==> src/rtl/jt6295_pkg.sv <==
// Shared constants and types for the jt6295 ADPCM encoder and decoder paths.
// Holds the OKI step table, the index increments and the encoder FSM state encoding.
package jt6295_pkg;

  localparam logic [5:0] IDX_MAX = 6'd48;

  // Index increment for codes with the m2 bit set, selected by {m1,m0}
  localparam logic [5:0] IDX_INC [4] = '{6'd2, 6'd4, 6'd6, 6'd8};

  localparam logic [10:0] STEP_LUT [49] = '{
    11'd16,   11'd17,   11'd19,   11'd21,   11'd23,   11'd25,   11'd28,   11'd31,
    11'd34,   11'd37,   11'd41,   11'd45,   11'd50,   11'd55,   11'd60,   11'd66,
    11'd73,   11'd80,   11'd88,   11'd97,   11'd107,  11'd118,  11'd130,  11'd143,
    11'd157,  11'd173,  11'd190,  11'd209,  11'd230,  11'd253,  11'd279,  11'd307,
    11'd337,  11'd371,  11'd408,  11'd449,  11'd494,  11'd544,  11'd598,  11'd658,
    11'd724,  11'd796,  11'd876,  11'd963,  11'd1060, 11'd1166, 11'd1282, 11'd1411,
    11'd1552
  };

  typedef enum logic [2:0] {
    StIdle,
    StB2,
    StB1,
    StB0,
    StRecon,
    StChk,
    StUpd
  } enc_state_t;

endpackage

==> src/rtl/jt6295_step_lut.sv <==
// Combinational step-size ROM indexed by the ADPCM step index.
// Out-of-range indices clamp to the last entry.
module jt6295_step_lut
  import jt6295_pkg::*;
(
  input  logic [5:0]  idx,
  output logic [10:0] step
);

  always_comb begin
    step = STEP_LUT[48];
    if (idx <= IDX_MAX) step = STEP_LUT[idx];
  end

endmodule

==> src/rtl/jt6295_adpcm_enc.sv <==
// Single-channel OKI ADPCM encoder: successive-approximation quantiser that tracks the
// decoder's predictor and step index, backing off any code that would wrap the predictor.
module jt6295_adpcm_enc
  import jt6295_pkg::*;
(
  input  logic        clk,
  input  logic        rst,
  input  logic        cen,
  input  logic        clr,
  input  logic        pcm_valid,
  output logic        pcm_ready,
  input  logic [11:0] pcm,
  output logic        code_valid,
  input  logic        code_ready,
  output logic [3:0]  code,
  output logic [11:0] pred,
  output logic [5:0]  idx
);

  enc_state_t state_q, state_d;

  logic        sign_q;
  logic [12:0] mag_q;
  logic [2:0]  m_q;
  logic [13:0] npred_q;
  logic [11:0] pred_q;
  logic [5:0]  idx_q;
  logic [3:0]  code_q;
  logic        code_valid_q;

  logic        accept;
  logic [10:0] step;
  logic [12:0] diff, mag_in;
  logic [12:0] step_w, half_w, quarter_w;
  logic        ge_step, ge_half, ge_quarter;
  logic [11:0] qn;
  logic [13:0] npred_d;
  logic        in_range;
  logic [5:0]  idx_t, idx_d;

  jt6295_step_lut u_step_lut (
    .idx  (idx_q),
    .step (step)
  );

  assign diff   = {pcm[11], pcm} - {pred_q[11], pred_q};
  assign mag_in = diff[12] ? (13'd0 - diff) : diff;

  assign step_w     = {2'b00, step};
  assign half_w     = {3'b000, step[10:1]};
  assign quarter_w  = {4'b0000, step[10:2]};
  assign ge_step    = mag_q >= step_w;
  assign ge_half    = mag_q >= half_w;
  assign ge_quarter = mag_q >= quarter_w;

  assign qn = {4'b0000, step[10:3]}
            + (m_q[2] ? {1'b0, step}        : 12'd0)
            + (m_q[1] ? {2'b00, step[10:1]} : 12'd0)
            + (m_q[0] ? {3'b000, step[10:2]} : 12'd0);

  assign npred_d = sign_q ? ({{2{pred_q[11]}}, pred_q} - {2'b00, qn})
                          : ({{2{pred_q[11]}}, pred_q} + {2'b00, qn});

  // A 14-bit value fits in 12 signed bits when its top three bits agree
  assign in_range = (npred_q[13:11] == 3'b000) || (npred_q[13:11] == 3'b111);

  assign idx_t = m_q[2] ? (idx_q + IDX_INC[m_q[1:0]]) : (idx_q - 6'd1);
  assign idx_d = (idx_t > IDX_MAX) ? (m_q[2] ? IDX_MAX : 6'd0) : idx_t;

  always_ff @(posedge clk or posedge rst) begin
    if (rst) begin
      state_q <= StIdle;
    end else if (cen) begin
      if (clr) state_q <= StIdle;
      else     state_q <= state_d;
    end
  end

  always_comb begin
    state_d = state_q;
    unique case (state_q)
      StIdle:  if (accept) state_d = StB2;
      StB2:    state_d = StB1;
      StB1:    state_d = StB0;
      StB0:    state_d = StRecon;
      StRecon: state_d = StChk;
      StChk:   state_d = in_range ? StUpd : StRecon;
      StUpd:   state_d = StIdle;
      default: state_d = StIdle;
    endcase
  end

  always_comb begin
    pcm_ready = (state_q == StIdle) && !code_valid_q;
    accept    = pcm_valid && pcm_ready;
  end

  always_ff @(posedge clk or posedge rst) begin
    if (rst) begin
      sign_q       <= 1'b0;
      mag_q        <= '0;
      m_q          <= '0;
      npred_q      <= '0;
      pred_q       <= '0;
      idx_q        <= '0;
      code_q       <= '0;
      code_valid_q <= 1'b0;
    end else if (cen) begin
      if (clr) begin
        pred_q       <= '0;
        idx_q        <= '0;
        code_valid_q <= 1'b0;
      end else begin
        if (code_valid_q && code_ready) code_valid_q <= 1'b0;
        unique case (state_q)
          StIdle: begin
            if (accept) begin
              sign_q <= diff[12];
              mag_q  <= mag_in;
            end
          end
          StB2: begin
            m_q[2] <= ge_step;
            if (ge_step) mag_q <= mag_q - step_w;
          end
          StB1: begin
            m_q[1] <= ge_half;
            if (ge_half) mag_q <= mag_q - half_w;
          end
          StB0:    m_q[0] <= ge_quarter;
          StRecon: npred_q <= npred_d;
          StChk: begin
            if (!in_range) begin
              if (m_q != 3'd0) m_q <= m_q - 3'd1;
              else             sign_q <= ~sign_q;
            end
          end
          StUpd: begin
            pred_q       <= npred_q[11:0];
            code_q       <= {sign_q, m_q};
            idx_q        <= idx_d;
            code_valid_q <= 1'b1;
          end
          default: ;
        endcase
      end
    end
  end

  assign code_valid = code_valid_q;
  assign code       = code_q;
  assign pred       = pred_q;
  assign idx        = idx_q;

endmodule
==> config.mk <==
export PLATFORM = sky130hd
export DESIGN_NAME = jt6295_adpcm_enc
export DESIGN_NICKNAME = d
export VERILOG_FILES = /design/src/rtl/jt6295_pkg.sv /design/src/rtl/jt6295_step_lut.sv /design/src/rtl/jt6295_adpcm_enc.sv
export SDC_FILE = /design/constraint.sdc
export NUM_CORES = 1
export LEC_CHECK = 0
export BUFFER_PORTS_ARGS = -buffer_cell sky130_fd_sc_hd__buf_4
export CAP_MARGIN = 20
export CORE_MARGIN = 2
export CORE_UTILIZATION = 40
export CTS_CLUSTER_SIZE = 20
export DETAILED_ROUTE_END_ITERATION = 16
export PLACE_DENSITY = 0.63
export SYNTH_ARGS = -nofsm -noshare
export SYNTH_HDL_FRONTEND = slang
export SYNTH_SLANG_ARGS = --single-unit
==> constraint.sdc <==
create_clock -name clk -period 8.94 [get_ports clk]
set_input_delay 1.788 -clock clk [delete_from_list [all_inputs] [get_ports clk]]
set_output_delay 1.788 -clock clk [all_outputs]
set_load 0.02 [all_outputs]
==> out/metrics.yaml, run 1 <==
final_area_um2: 8170
synth_cells: 919
cts_num_sinks: 57
io_pins: 42
cts.path.max_buffers: 2
nNetsFinal: 1074
seq_area_frac_synth: 0.195
ys_async_sr_fraction: 1.00
synth.distinct_cells: 75
cp-end-kind: "flip-flop"
maxCapViolCount: 0
rows: 49
holdCritPathClass: "reg -> reg"
grt_overflow: 0
finalCritPeriodShare: 0.801
grt_max_degree: 58
cts_resized: 0
hpwl_um: 14800
post_cts_buffers: 0
cts_tree: "built"
hold_viol_final: 0
finalSetupTns_ns: 0
ys_ff_latch: 57
clk_latency_ns: 0.35
antenna_found_initial: 0
status: "finished clean"
yosysWarnings: 0
start_kind: "flip-flop"
root_buffer: "clkbuf_16"
routed_wl_um: 19600
p_per_area_nw_per_um2: 226
drive_gt1_frac: 0.0896
core_um2: 18000
finClkSkew_ns: 0.0156
finalHoldWorstSlack_ns: 0.482
hold_buffers: 0
wl_per_cell_um: 16.6
vias_per_cell: 5.62
dieArea_um2: 19400
dpl_cell_area_um2: 7850
grt_pass1_vias: 6402
synth_flop_cell: "dfrtp_1"
cp.arrival_ns: 7.36
relSlewSlack: 0.416
rsz0062_at_grt: "no"
synth_edf_count: 0
numPortBuffers: 41
clock.fmax_mhz: 140
final_max_slew_viol_count: 0
cts_max_level: 3
finalNonFillerCells: 1178
grt_use_total: 0.207
drt_iter0_markers: 512
ir_drop_mv: 0.119
clk_pin_slew_ns: 0.07
worst-slew-pin-transition_ns: 0.877
post-route-drc-count: 0
place_inst: 1163
cts_inserted_buffers: 9
synth_area_per_cell_um2: 7.98
static-leakage-power_nw: 3.64
num_antenna_cells: 0
antenna_left: 0
path_class: "reg -> reg"
finalCriticalPeriod_ns: 7.16
postLayoutCoreUtil: 0.455
die_h_um: 139
synth_area_um2: 7330
setup_viol: 0
cp.required_ns: 9.13
gp_congestion: 0.917
start_util: 0.408
vias: 6624
die_w_um: 139
firstDrtPassIters: 5
synth_nets: 1048
cp_max_fo: 14
synthToLayoutAreaGrowth_pct: 11.4
grt_pass1_wl_um: 32800
-- synthesized netlist by cell type, types with 6 or more instances --
library cell   n  area [um2]
a21oi_1       51         255
nor3_1        18        90.1
nand2b_1      12        75.1
a211oi_1      14         105
ha_1          89        1110
and2_1         7        43.8
dfrtp_1       57        1430
o22ai_1        8        50.1
nor2b_1       17         106
inv_1         81         304
fa_1          22         440
a21o_1        17         128
o21ai_1        8        40.0
nand3_1       10        50.1
a22oi_1        6        45.0
o21ai_0       64         320
xor2_1        18         158
xnor2_1       48         420
a31oi_1       12        75.1
o21a_1        17         128
clkbuf_1      25        93.8
and3_1         9        56.3
o211ai_1      12        90.1
nand2_1       73         274
nor2_1        90         338
a22o_1        18         158
nand4_1        6        37.5
o31ai_1        8        60.1
or3_1          8        50.1
-- flip-flops by register name (all words and copies together), names as in the netlist --
name,count
code,4
code_valid,1
idx,6
m_q,3
mag_q,13
npred_q,14
pred,12
sign_q,1
state_q,3
-- routing by layer --
| layer | part of all wire | GRT usage | wire length, um | vias to the layer above |
|---|---|---|---|---|
| li1 | - | - | - | 3345 |
| met1 | 0.48 | 0.296 | 9480 | 3069 |
| met2 | 0.44 | 0.324 | 8700 | 182 |
| met3 | 0.050 | 0.0234 | 979 | 28 |
| met4 | 0.021 | 0.0739 | 401 | 0 |
| met5 | 0 | 0 | 0 | - |
-- layout make-up --
| type | count | area, um2 |
|---|---|---|
| Clock buffer | 10 | 239 |
| Clock inverter | 5 | 80.1 |
| Tap cell | 229 | 287 |
| Timing Repair Buffer | 48 | 360 |
| Sequential cell | 57 | 1430 |
| Inverter | 84 | 315 |
| Multi-Input combinational cell | 745 | 5460 |
| Fill cell | 1834 | 9800 |
-- stage by stage --
stage,power (mW),worst slack (ns)
finish,1.84,1.78
global route,2.00,1.21
CTS,1.84,1.81
detailed placement,1.44,1.84
global placement,1.44,2.07
floorplan,1.20,2.53
-- path summary, 6_finish.rpt --
kind / startpoint / endpoint / slack (ns) / cells past startpoint
max in group asynchronous: rst / mag_q[0] / 6.73 / 3
worst max-delay path: idx[0] / npred_q[13] / 1.78 / 27
worst min-delay path: npred_q[6] / npred_q[6] / 0.48 / 2
worst max register to register: idx[0] / npred_q[13] / 1.78 / 27
min in group asynchronous: rst / pred[7] / 1.68 / 3
worst min register to register: npred_q[6] / npred_q[6] / 0.48 / 2
-- cells by family after synthesis --
logic type / share of synthesized area
AOI/OAI and AO/OA: 0.266
xor gates and xnor gates: 0.0789
adders and majority gates: 0.212
buffers and inverters: 0.0606
DFF: 0.195
muxes: 0.0135
and+or+nand+nor: 0.175
-- placed cells by master (no fill, tap or decap), drive strengths merged, types with 5 or more instances in the layout --
master and count:
nor2 90, o21a 17, o211ai 12, nand2 73, mux2 5, or2 5, xnor2 48, o31ai 8
ha 89, a21oi 52, and2 7, fa 22, nand4 6, a21o 17, and3 9, a31oi 13
o22ai 8, nand2b 12, buf 48, nor2b 17, a22o 18, a211oi 16, nor3 18, nand3 10
inv 81, o21ai 72, or3 9, clkbuf 10, dfrtp 57, o21bai 5, xor2 18, a22oi 6
-- report_power, final --
part	internal [mW]	switching, mW
sequential	0.326	0.0990
combinational	0.443	0.592
clock	0.249	0.135
total	1.02	0.826
-- worst max-delay path, stage by stage (launching register included) --
cell and delay [ns]:
dfrtp_1 0.62, inv_1 0.25, ha_1 0.40, nor2_1 0.23, a21oi_1 0.07, nor2_1 0.14, o31ai_1 0.09, o21ai_0 0.49
inv_1 0.16, nor2_1 0.17, fa_1 0.47, fa_1 0.53, ha_1 0.25, fa_1 0.40, a21o_1 0.20, a221oi_1 0.34
xnor2_1 0.24, nor3b_1 0.10, or2_2 0.31, xnor2_1 0.15, ha_1 0.38, inv_1 0.06, o22ai_1 0.16, a21oi_1 0.07
a211oi_1 0.32, a31oi_1 0.15, xnor2_1 0.17, o21ai_1 0.07
(Power assumes the default switching activity.)
==> run 2: changes to the inputs <==
--- a/config.mk
+++ b/config.mk
@@ -11,7 +11,7 @@
 export CORE_UTILIZATION = 40
 export CTS_CLUSTER_SIZE = 20
 export DETAILED_ROUTE_END_ITERATION = 16
-export PLACE_DENSITY = 0.63
+export PLACE_DENSITY = 0.65
 export SYNTH_ARGS = -nofsm -noshare
 export SYNTH_HDL_FRONTEND = slang
 export SYNTH_SLANG_ARGS = --single-unit
==> constraint.sdc (replaced) <==
create_clock -name clk -period 5.85 [get_ports clk]
set_input_delay 1.17 -clock clk [delete_from_list [all_inputs] [get_ports clk]]
set_output_delay 1.17 -clock clk [all_outputs]
set_load 0.02 [all_outputs]
==> out/metrics.yaml, run 2 (same netlist as run 1, synthesis figures left out) <==
drive_gt1_frac: 0.224  # was 0.0896
path_class: "reg -> reg"  # unchanged
numPortBuffers: 41  # unchanged
grtUsageMet1: 0.294  # was 0.296
static-leakage-power_nw: 4.11  # was 3.64 nW
clk_pin_slew_ns: 0.06  # was 0.07 ns
p_per_area_nw_per_um2: 319  # was 226 nW/um2
antenna_found_initial: 0  # unchanged
finalSetupTns_ns: 0  # unchanged
hpwl_um: 15800  # was 14800 um
holdCritPathClass: "reg -> reg"  # unchanged
cts_tree: "built"  # unchanged
slowest_delay_ns: 0.53  # was 0.62 ns
grt_use_total: 0.213  # was 0.207
final_common_cell: "buf_4"  # was nor2_1
cp-end-kind: "flip-flop"  # unchanged
vias_per_cell: 5.53  # was 5.62
clock.fmax_mhz: 172  # was 140 MHz
ir_drop_mv: 0.228  # was 0.119 mV
dpl_cell_area_um2: 8410  # was 7850 um2
layout_common_cells: "buf_4 (124), nor2_1 (81), ha_1 (81)"  # was nor2_1 (90), ha_1 (89), inv_1 (80)
vias: 6966  # was 6624
nNetsFinal: 1155  # was 1074
dp_slack_ns: -0.190  # was 1.84 ns
slowest_stage: "fa_1"  # was dfrtp_1
io_pins: 42  # unchanged
root_buffer: "clkbuf_16"  # unchanged
finClkSkew_ns: 0.00754  # was 0.0156 ns
dieArea_um2: 19400  # unchanged
timing.final.ws_setup_ns: 0.0348  # was 1.78 ns
post-route-drc-count: 0  # unchanged
met2_usage: 0.342  # was 0.324
final_area_um2: 9150  # was 8170 um2
power_mw: 2.92  # was 1.84 mW
cts.path.max_buffers: 2  # unchanged
nFillCells: 1720  # was 1834
cts_max_level: 3  # unchanged
largest_register: "npred_q"  # unchanged
cp.required_ns: 6.04  # was 9.13 ns
relSlewSlack: 0.397  # was 0.416
cp.arrival_ns: 6.01  # was 7.36 ns
place_inst: 1232  # was 1163
grt_use_met3: 0.0303  # was 0.0234
grt_pass1_vias: 6773  # was 6402
antenna_left: 0  # unchanged
cp_max_fo: 6  # was 14
grt_overflow: 0  # unchanged
grt_max_degree: 58  # unchanged
die_w_um: 139  # unchanged
routed_wl_um: 20700  # was 19600 um
worst-path-buf-inv: 5  # was 3
start_util: 0.408  # unchanged
path_delay_family: "adder cells"  # unchanged
start_kind: "flip-flop"  # unchanged
worst-slew-pin-transition_ns: 0.905  # was 0.877 ns
die_h_um: 139  # unchanged
cts_inserted_buffers: 9  # unchanged
gp_congestion: 0.901  # was 0.917
rsz0062_at_grt: "yes"  # was no
synthToLayoutAreaGrowth_pct: 24.9  # was 11.4%
grt_pass1_wl_um: 34000  # was 32800 um
cts_num_sinks: 57  # unchanged
wl_per_cell_um: 16.4  # was 16.6 um
finalNonFillerCells: 1260  # was 1178
core_um2: 18000  # unchanged
busiest_layer: "met2"  # unchanged
hold_buffers: 0  # unchanged
num_antenna_cells: 0  # unchanged
drt_iter0_markers: 376  # was 512
largest_reg_flops: 14  # unchanged
finalCriticalPeriod_ns: 5.82  # was 7.16 ns
finalCritPeriodShare: 0.994  # was 0.801
clk_latency_ns: 0.34  # was 0.35 ns
firstDrtPassIters: 5  # unchanged
hold_viol_final: 0  # unchanged
finalHoldWorstSlack_ns: 0.480  # was 0.482 ns
final_max_slew_viol_count: 0  # unchanged
maxCapViolCount: 0  # unchanged
postLayoutCoreUtil: 0.510  # was 0.455
status: "finished clean"  # unchanged
setup_viol: 0  # unchanged
rows: 49  # unchanged
## run 2: cell types whose count changed in the layout (fill, tap and decap cells not counted), moves of 6 or more
cell     before  now
a21oi_1      51   45
buf_4        48  124
ha_1         89   81
inv_1        80   73
nor2_1       90   81
nor2_2        0    8
o21ai_0      64   56
o21ai_1       8   14
## run 2: report_power, final
| part | internal [mW] | switching [mW] | total (mW) |
|---|---|---|---|
| Sequential | 0.498 | 0.145 | 0.643 |
| Clock | 0.342 | 0.204 | 0.545 |
| Combinational | 0.778 | 0.957 | 1.73 |
## run 2: metal layers
metal,wire length [um],part of all wire,vias up
li1,-,-,3517
met1,9800,0.47,3304
met2,9710,0.47,120
met3,672,0.033,25
met4,468,0.023,0
met5,0,0,-
## run 2: layout make-up
cell class              count  area [um2]  area share
well taps                 229         287      0.0313
multi-input cells         745        5810       0.635
repair buffers            129         996       0.109
flip-flops and latches     57        1430       0.156
inverters                  84         324      0.0354
clock buffers              10         239      0.0261
clock inverters             6        67.6     0.00738
## run 2: path summary, 6_finish.rpt
check / start / endpoint / slack, ns / depth (start not counted)
min in group asynchronous: rst / mag_q[6] / 1.05 / 3
worst min register to register: npred_q[6] / npred_q[6] / 0.48 / 2
worst min-delay path: npred_q[6] / npred_q[6] / 0.48 / 2
max in group asynchronous: rst / idx[1] / 4.24 / 3
worst max register to register: idx[1] / npred_q[12] / 0.03 / 26
worst max-delay path: idx[1] / npred_q[12] / 0.03 / 26
## run 2: worst reg2reg max path, stage by stage (launching register included)
cell	delay (ns)
dfrtp_2	0.47
inv_6	0.12
ha_4	0.23
mux4_2	0.48
nor2_1	0.11
o32a_1	0.21
nor2_2	0.05
fa_1	0.53
inv_2	0.04
fa_1	0.52
inv_2	0.07
ha_4	0.23
a211o_4	0.35
a31oi_4	0.21
xnor2_2	0.13
buf_4	0.16
buf_4	0.13
xnor2_2	0.13
ha_1	0.31
a21o_1	0.17
a21oi_2	0.19
o21ai_2	0.10
a21oi_2	0.14
nor2b_2	0.06
o41a_1	0.31
xnor2_1	0.16
o21ai_1	0.07
## run 2: timing repair
action / CTS / global route
gates resized for setup: 20 / 58
setup endpoints to repair: 5 / 6
setup buffers: 4 / 8
pin swaps: 22 / 35
